## config.mk

```make
export PLATFORM = sky130hd
export DESIGN_NAME = dpmem_port_arbiter
export DESIGN_NICKNAME = d
export VERILOG_FILES = /design/src/rtl/dpmem_port_arbiter.sv
export SDC_FILE = /design/constraint.sdc
export NUM_CORES = 1
export LEC_CHECK = 0
export ABC_AREA = 1
export CORE_MARGIN = 5
export CORE_UTILIZATION = 39
export CTS_CLUSTER_DIAMETER = 30
export CTS_CLUSTER_SIZE = 12
export DETAILED_ROUTE_END_ITERATION = 16
export HOLD_SLACK_MARGIN = 0.02
export PLACE_DENSITY = 0.85
export SETUP_SLACK_MARGIN = 0.2
export SYNTH_ARGS = -nofsm -noshare
export SYNTH_HDL_FRONTEND = slang
export SYNTH_SLANG_ARGS = --single-unit
```

## constraint.sdc

```tcl
create_clock -name clk -period 2.98 [get_ports clk]
set_input_delay 0.596 -clock clk [delete_from_list [all_inputs] [get_ports clk]]
set_output_delay 0.596 -clock clk [all_outputs]
set_load 0.01 [all_outputs]
```

## src/rtl/dpmem_port_arbiter.sv

```systemverilog
// Round-robin arbiter that shares one DualPortMemory port among NREQ requesters.
// Accepted accesses drive the memory port from registers; read data returns two edges later.
module dpmem_port_arbiter #(
  parameter int NREQ        = 4,
  parameter int SIZEDATA    = 32,
  parameter int SIZEADDRESS = 16,
  parameter int MAX_BURST   = 8
) (
  input  logic                          clk,
  input  logic                          rst_n,
  input  logic [NREQ-1:0]               req,
  input  logic [NREQ-1:0]               lock,
  input  logic [NREQ-1:0]               we,
  input  logic [NREQ*SIZEADDRESS-1:0]   addr,
  input  logic [NREQ*SIZEDATA-1:0]      wdata,
  output logic [NREQ-1:0]               gnt,
  output logic [NREQ-1:0]               rvalid,
  output logic [SIZEDATA-1:0]           rdata,
  output logic                          mem_enable,
  output logic                          mem_write,
  output logic [SIZEADDRESS-1:0]        mem_address,
  output logic [SIZEDATA-1:0]           mem_datain,
  input  logic [SIZEDATA-1:0]           mem_dataout
);

  localparam int PW = (NREQ > 1) ? $clog2(NREQ) : 1;
  localparam int BW = (MAX_BURST > 1) ? $clog2(MAX_BURST) : 1;
  localparam logic [BW-1:0] BURST_LAST = BW'(MAX_BURST - 1);
  localparam logic [PW-1:0] IDX_LAST   = PW'(NREQ - 1);
  localparam logic [PW:0]   NREQ_EXT   = (PW+1)'(NREQ);

  logic [SIZEADDRESS-1:0] w_addr_arr  [NREQ];
  logic [SIZEDATA-1:0]    w_wdata_arr [NREQ];

  for (genvar gi = 0; gi < NREQ; gi++) begin : g_unpack
    assign w_addr_arr[gi]  = addr[gi*SIZEADDRESS +: SIZEADDRESS];
    assign w_wdata_arr[gi] = wdata[gi*SIZEDATA +: SIZEDATA];
  end

  logic [PW-1:0]       r_ptr;
  logic [BW-1:0]       r_burst_cnt;
  logic                r_mem_enable;
  logic                r_mem_write;
  logic [SIZEADDRESS-1:0] r_mem_address;
  logic [SIZEDATA-1:0] r_mem_datain;
  logic                r_rd_pend1;
  logic [PW-1:0]       r_rd_tag1;
  logic                r_rd_pend2;
  logic [PW-1:0]       r_rd_tag2;
  logic [NREQ-1:0]     r_rvalid;
  logic [SIZEDATA-1:0] r_rdata;

  logic [NREQ-1:0]     w_gnt;
  logic [PW-1:0]       w_idx;
  logic                w_found;
  logic                w_xfer;
  logic [PW:0]         w_sum;
  logic [PW-1:0]       w_cand;

  // Rotating priority search: first requester at or after r_ptr, wrapping modulo NREQ.
  always_comb begin
    w_gnt   = '0;
    w_idx   = '0;
    w_found = 1'b0;
    w_sum   = '0;
    w_cand  = '0;
    for (int k = 0; k < NREQ; k++) begin
      w_sum = {1'b0, r_ptr} + (PW+1)'(k);
      if (w_sum >= NREQ_EXT) begin
        w_sum = w_sum - NREQ_EXT;
      end
      w_cand = w_sum[PW-1:0];
      if (!w_found && req[w_cand]) begin
        w_found       = 1'b1;
        w_idx         = w_cand;
        w_gnt[w_cand] = 1'b1;
      end
    end
  end

  assign w_xfer = w_found & rst_n;
  assign gnt    = w_gnt & {NREQ{rst_n}};

  always_ff @(posedge clk or negedge rst_n) begin
    if (!rst_n) begin
      r_ptr         <= '0;
      r_burst_cnt   <= '0;
      r_mem_enable  <= 1'b0;
      r_mem_write   <= 1'b0;
      r_mem_address <= '0;
      r_mem_datain  <= '0;
      r_rd_pend1    <= 1'b0;
      r_rd_tag1     <= '0;
      r_rd_pend2    <= 1'b0;
      r_rd_tag2     <= '0;
      r_rvalid      <= '0;
      r_rdata       <= '0;
    end else begin
      r_mem_enable <= w_xfer;
      r_rd_pend1   <= w_xfer & ~we[w_idx];
      // Second stage tracks the edge at which the memory itself samples the read.
      r_rd_pend2   <= r_rd_pend1;
      r_rd_tag2    <= r_rd_tag1;
      r_rvalid     <= '0;
      if (r_rd_pend2) begin
        r_rvalid[r_rd_tag2] <= 1'b1;
        r_rdata             <= mem_dataout;
      end
      if (w_xfer) begin
        r_mem_write   <= we[w_idx];
        r_mem_address <= w_addr_arr[w_idx];
        r_mem_datain  <= w_wdata_arr[w_idx];
        r_rd_tag1     <= w_idx;
        if (lock[w_idx] && (r_burst_cnt < BURST_LAST)) begin
          r_ptr       <= w_idx;
          r_burst_cnt <= r_burst_cnt + 1'b1;
        end else begin
          r_ptr       <= (w_idx == IDX_LAST) ? '0 : w_idx + 1'b1;
          r_burst_cnt <= '0;
        end
      end else begin
        r_mem_write <= 1'b0;
      end
    end
  end

  assign mem_enable  = r_mem_enable;
  assign mem_write   = r_mem_write;
  assign mem_address = r_mem_address;
  assign mem_datain  = r_mem_datain;
  assign rvalid      = r_rvalid;
  assign rdata       = r_rdata;

endmodule
```

Word-level counts from Yosys, hierarchy flattened --
Cells that the tools add are included.
Operators by class: shift operators 0, equality and inequality tests 1, $mul 0, order comparisons 17, reductions and logical operators 12, bitwise operators 8, add/sub/neg operators 9, mux-type cells 49, divide/modulo/power cells 0
Operator list (count):
- $bmux W32 S2 | 1
- $mux W32 | 2
- $bmux W16 S2 | 1
- $mux W16 | 2
- $mux W2 | 10
- $mux W4 | 5
- $lt A2 B3 Y1 const B | 6
- $mux W1 | 16
- $bmux W1 S2 | 6
- $ge A3 B3 Y1 const B | 4
- $or A4 B4 Y4 | 3
- $demux W1 S2 | 5
- $ge A2 B1 Y1 const B | 5
- $logic_and A1 B1 Y1 | 9
- $sub A2 B1 Y2 const B | 4
- $add A2 B2 Y3 const B | 2
- $and A4 B4 Y4 | 1
- $add A2 B1 Y3 const B | 1
- $add A3 B1 Y3 const B | 1
- $ge A2 B3 Y1 const B | 1
- $logic_not A1 Y1 | 3
- $lt A3 B3 Y1 const B | 1
- $mux W3 | 1
- $not A2 Y3 | 1
- 4 further kinds | 5
Storage, ports and cells: output and inout bits 90, memories kept 0, flip-flop bits (word level) 97, memory bits (writable) 0, ROM bits 0, latch bits 0, word-level logic and storage cells 108

Depth between registers and ports, before layout --
depth in word-level cells 18, mapped depth 17, mapped depth without buffers 16

Least setup slack after synthesis --
No wires, ideal clock.
path type flip-flop to output port, from register r_ptr[1], to output gnt[1], data arrival time 1.716 ns, data required time 2.384 ns, cell stages (with the launch flop) 13, setup slack 0.668 ns, path buffers 0, cells stage by stage dfrtp_1 > inv_1 > ha_1 > inv_1 > nand3_1 > nand2_1 > nor2_1 > inv_1 > o22ai_1 > a31oi_1 > nand2_1 > nand2_1 > inv_1
Between the ends: word-level cells in the longest chain between the ends 15
RTL lines:
- start, declared | RTL line 40 | logic [PW-1:0] r_ptr;
- start signal, assigned | RTL line 115 | r_ptr <= w_idx;
- start signal, assigned | RTL line 118 | r_ptr <= (w_idx == IDX_LAST) ? '0 : w_idx + 1'b1;
- parallel branches: the longest is 13 deep, another holds $add A2 B1 Y3
- $mux W4 * | RTL line 73 | if (!w_found && req[w_cand]) begin
- $and A4 B4 Y4 * | RTL line 82 | assign gnt = w_gnt & {NREQ{rst_n}};
- end, declared | RTL line 16 | output logic [NREQ-1:0] gnt,
Every way passes the cells marked *. The select of a mux whose other input is x is not followed.

Final worst setup path --
from register r_ptr[0], to output gnt[1]
The elaborated chain is that of the path after synthesis.

==> results.ini <==
[run_status]
outcome=finished, final reports clean

[critical_path]
cp.required_ns=2.38
crit_family=buffers and inverters
crit_path_start_kind=flop
crit_arrival_ns=2.09
reg2reg_to=mem_datain[13]
max_stage_delay_ns=0.44
crit_buf_inv=5
ff2ff_setup_slack_ns=0.59
cp-end-kind=primary output
critPathMaxFanout=5
reg2regPathDepth=14
path_cells=inv_6 > ha_4 > inv_2 > nand3_1 > nand2_2 > nor2_4 > inv_2 > o22ai_1 > a31oi_1 > nand2_1 > nand2_1 > inv_1 > dlygate4sd2_1
r2r_start=r_ptr[0]
critical_path_class=flop to primary output
slowest_stage=dfrtp_2

[yosys]
synth_edf_count=0
syn_inst=734
synth_top_cells_by_area=dfrtp_1 (43%), nor2_1 (10%), nand2_1 (9.4%), o211ai_1 (6.4%), a31oi_1 (5.5%)
synth_most_common_cell=nor2_1
synth-seq-cells=97
synth-async-reset-ratio=1.00
syn_area_per_cell_um2=7.66
syn_area_um2=5620
synth-main-ff-cell=dfrtp_1
yosysSeqAreaShare=0.432
synth_common_cells=nor2_1 (149), nand2_1 (141), dfrtp_1 (97), a31oi_1 (49), o211ai_1 (48)
synth_largest_area_cell=dfrtp_1
synth_fp_nets=981
ys_warn_count=0
synth_top_area_frac=0.432
synthDistinctLibCells=33

[min_path]
min_from=r_rd_pend1
hold_depth=0
hold_class=flop to flop
min_to=r_rd_pend2

[routing]
drt-total-wl_mm=21.0
first_pass_iters=5
drc_errors=0
viasPerCell=5.01
wl_per_cell_um=16.9
drtIter0Drc=289
ant_nets=0
num_vias=6232

[clock_tree]
clk_latency_ns=0.34
clkTransAtPathRegs_ns=0.06
holdBufCountCts=0
cts-root-buf=clkbuf_16
clk_path_buf_depth=2
cts_made_buffers=9
clock_sinks=97
cts_tree=yes
htreeDepth=3

[timing]
slew_viol_final=0
clock_skew_ns=0.00680
fmax_ghz=0.372
fin_crit_sh=0.902
hold_ws_ns=0.350
setup_violations=0
grt_setup_unrepaired=true
fin_crit_ns=2.69
tightest_slew_ns=0.746
max_slew_margin=0.502
hold_viol=0

[pwr]
vdd_drop_max_mv=0.915
p_switching_mw=5.51
combPwrFrac=0.710
p_clk_frac=0.096
p_per_area_nw_per_um2=1250
p_leak_nw=4.06
p_seq_frac=0.194
p_int_mw=6.47
switching_share=0.460

[job]
cap_violations=0

[floorplan]
die_x_um=130
die_h_um=130
die-area_um2=16900
core_um2=14000
top_level_ports=328
start_util=0.402
rows=43

[global_routing]
grt_pass1_vias=6120
globalRouteOverflowTotal=0
grt_max_degree=59
antenna_found_initial=0
grt_pass1_wl_mm=31.8
grtUsageTotal=0.242

[cells_and_area]
utilization=0.685
area_growth_pct=70.4
num_antenna_cells=0
seq_area_um2=2430
fillers=1172
layout-drive-gt1-share=0.0884
multiInputGateArea_um2=2850
fin_nets=1306

[placement]
dpl.hpwl_mm=16.3
gp_congestion=0.867
port_buffers=327

power by group through the flow:
stage | Clock (mW) | Sequential (mW) | Combinational (mW)
finish | 1.16 | 2.32 | 8.50
global route | 1.25 | 2.41 | 9.44
CTS | 1.19 | 2.32 | 8.56
detailed placement | 0 | 2.34 | 8.37
global placement | 0 | 2.32 | 8.25
floorplan | 0 | 2.60 | 4.91
repair_timing:
| action | 4_1_cts | 5_1_grt |
|---|---|---|
| setup endpoints to repair | 4 | 4 |
| endpoints found under the hold margin | 0 | 0 |
| setup buffers | 9 | 0 |
| resized for setup | 20 | 12 |
| pin swaps | 5 | 1 |
layout make-up:
| type | count | area share |
|---|---|---|
| clock buffers | 11 | 0.0253 |
| repair buffers | 364 | 0.381 |
| clock inverters | 4 | 0.00536 |
| well taps | 180 | 0.0235 |
| multi-input cells | 554 | 0.297 |
| inverters | 33 | 0.0137 |
| flip-flops and latches | 97 | 0.254 |
worst register-to-register path, delay by kind of cell, from the launching register on:
kind	cells	cell delay [ns]
buf+inv	6	0.77
simple gates	6	0.61
flops	1	0.44
compound gates	2	0.43
metal layers:
metal	global-route usage	vias up	wire length [um]	share of wire
met5	0	-	0	0
met4	0.109	0	751	0.036
li1	-	3103	-	-
met3	0.0716	45	1940	0.092
met1	0.277	2819	7980	0.38
met2	0.417	265	10400	0.49
state kept, by name, indices dropped and copies added (netlist names):
signal / flops
mem_address: 16
mem_datain: 32
mem_enable: 1
mem_write: 1
r_burst_cnt: 3
r_ptr: 2
r_rd_pend1: 1
r_rd_pend2: 1
r_rd_tag1: 2
r_rd_tag2: 2
rdata: 32
rvalid: 4
how the worst max path moves through the flow:
stage	startpoint	to	slack, ns	cells after the start
floorplan	r_ptr[1]	gnt[1]	0.67	12
global placement	req[3]	gnt[1]	-0.16	13
detailed placement	req[3]	gnt[1]	-0.17	13
CTS	r_ptr[0]	gnt[3]	0.21	11
global route	r_ptr[0]	gnt[1]	0.13	13
finish	r_ptr[0]	gnt[1]	0.29	13
placed cells by master, fill, tap and decap left out, drive strengths merged, types with 2 or more instances in the layout:
master and count:
a31oi 49, clkdlybuf4s50 318, nor2 150, a22oi 2, buf 38, clkbuf 14
a21oi 4, nand2 150, o211ai 48, dlygate4sd2 5, nor3 5, inv 31
or2 48, clkinv 4, nand4 4, ha 9, o221ai 2, dfrtp 97
a21boi 2, nand3 22, o21ai 57
through the flow:
| step | area [um2] | worst slack [ns] | power (mW) | std cells | TNS (ns) |
|---|---|---|---|---|---|
| 2_1_floorplan | 5620 | 0.668 | 7.51 | 734 | 0 |
| 3_3_place_gp | 9180 | -0.161 | 10.6 | 1219 | -0.537 |
| 3_5_place_dp | 9180 | -0.165 | 10.7 | 1219 | -0.558 |
| 4_1_cts | 9570 | 0.212 | 12.1 | 1243 | 0 |
| 5_1_grt | 9580 | 0.129 | 13.1 | 1243 | 0 |
| 6_report | 9580 | 0.293 | 12.0 | 1243 | 0 |
cells by family (layout without fill, tap and decap cells):
logic type,count (synthesis),in the layout,share of synthesized area
flip-flops,97,97,0.432
adder cells (fa/ha/maj),9,9,0.0200
AO/OA/AOI/OAI,165,165,0.183
buffers and inverters,83,412,0.0719
XOR/XNOR,1,1,0.00156
AND/OR/NAND/NOR,379,379,0.292
No activity file was read; power rests on OpenSTA's default activity.
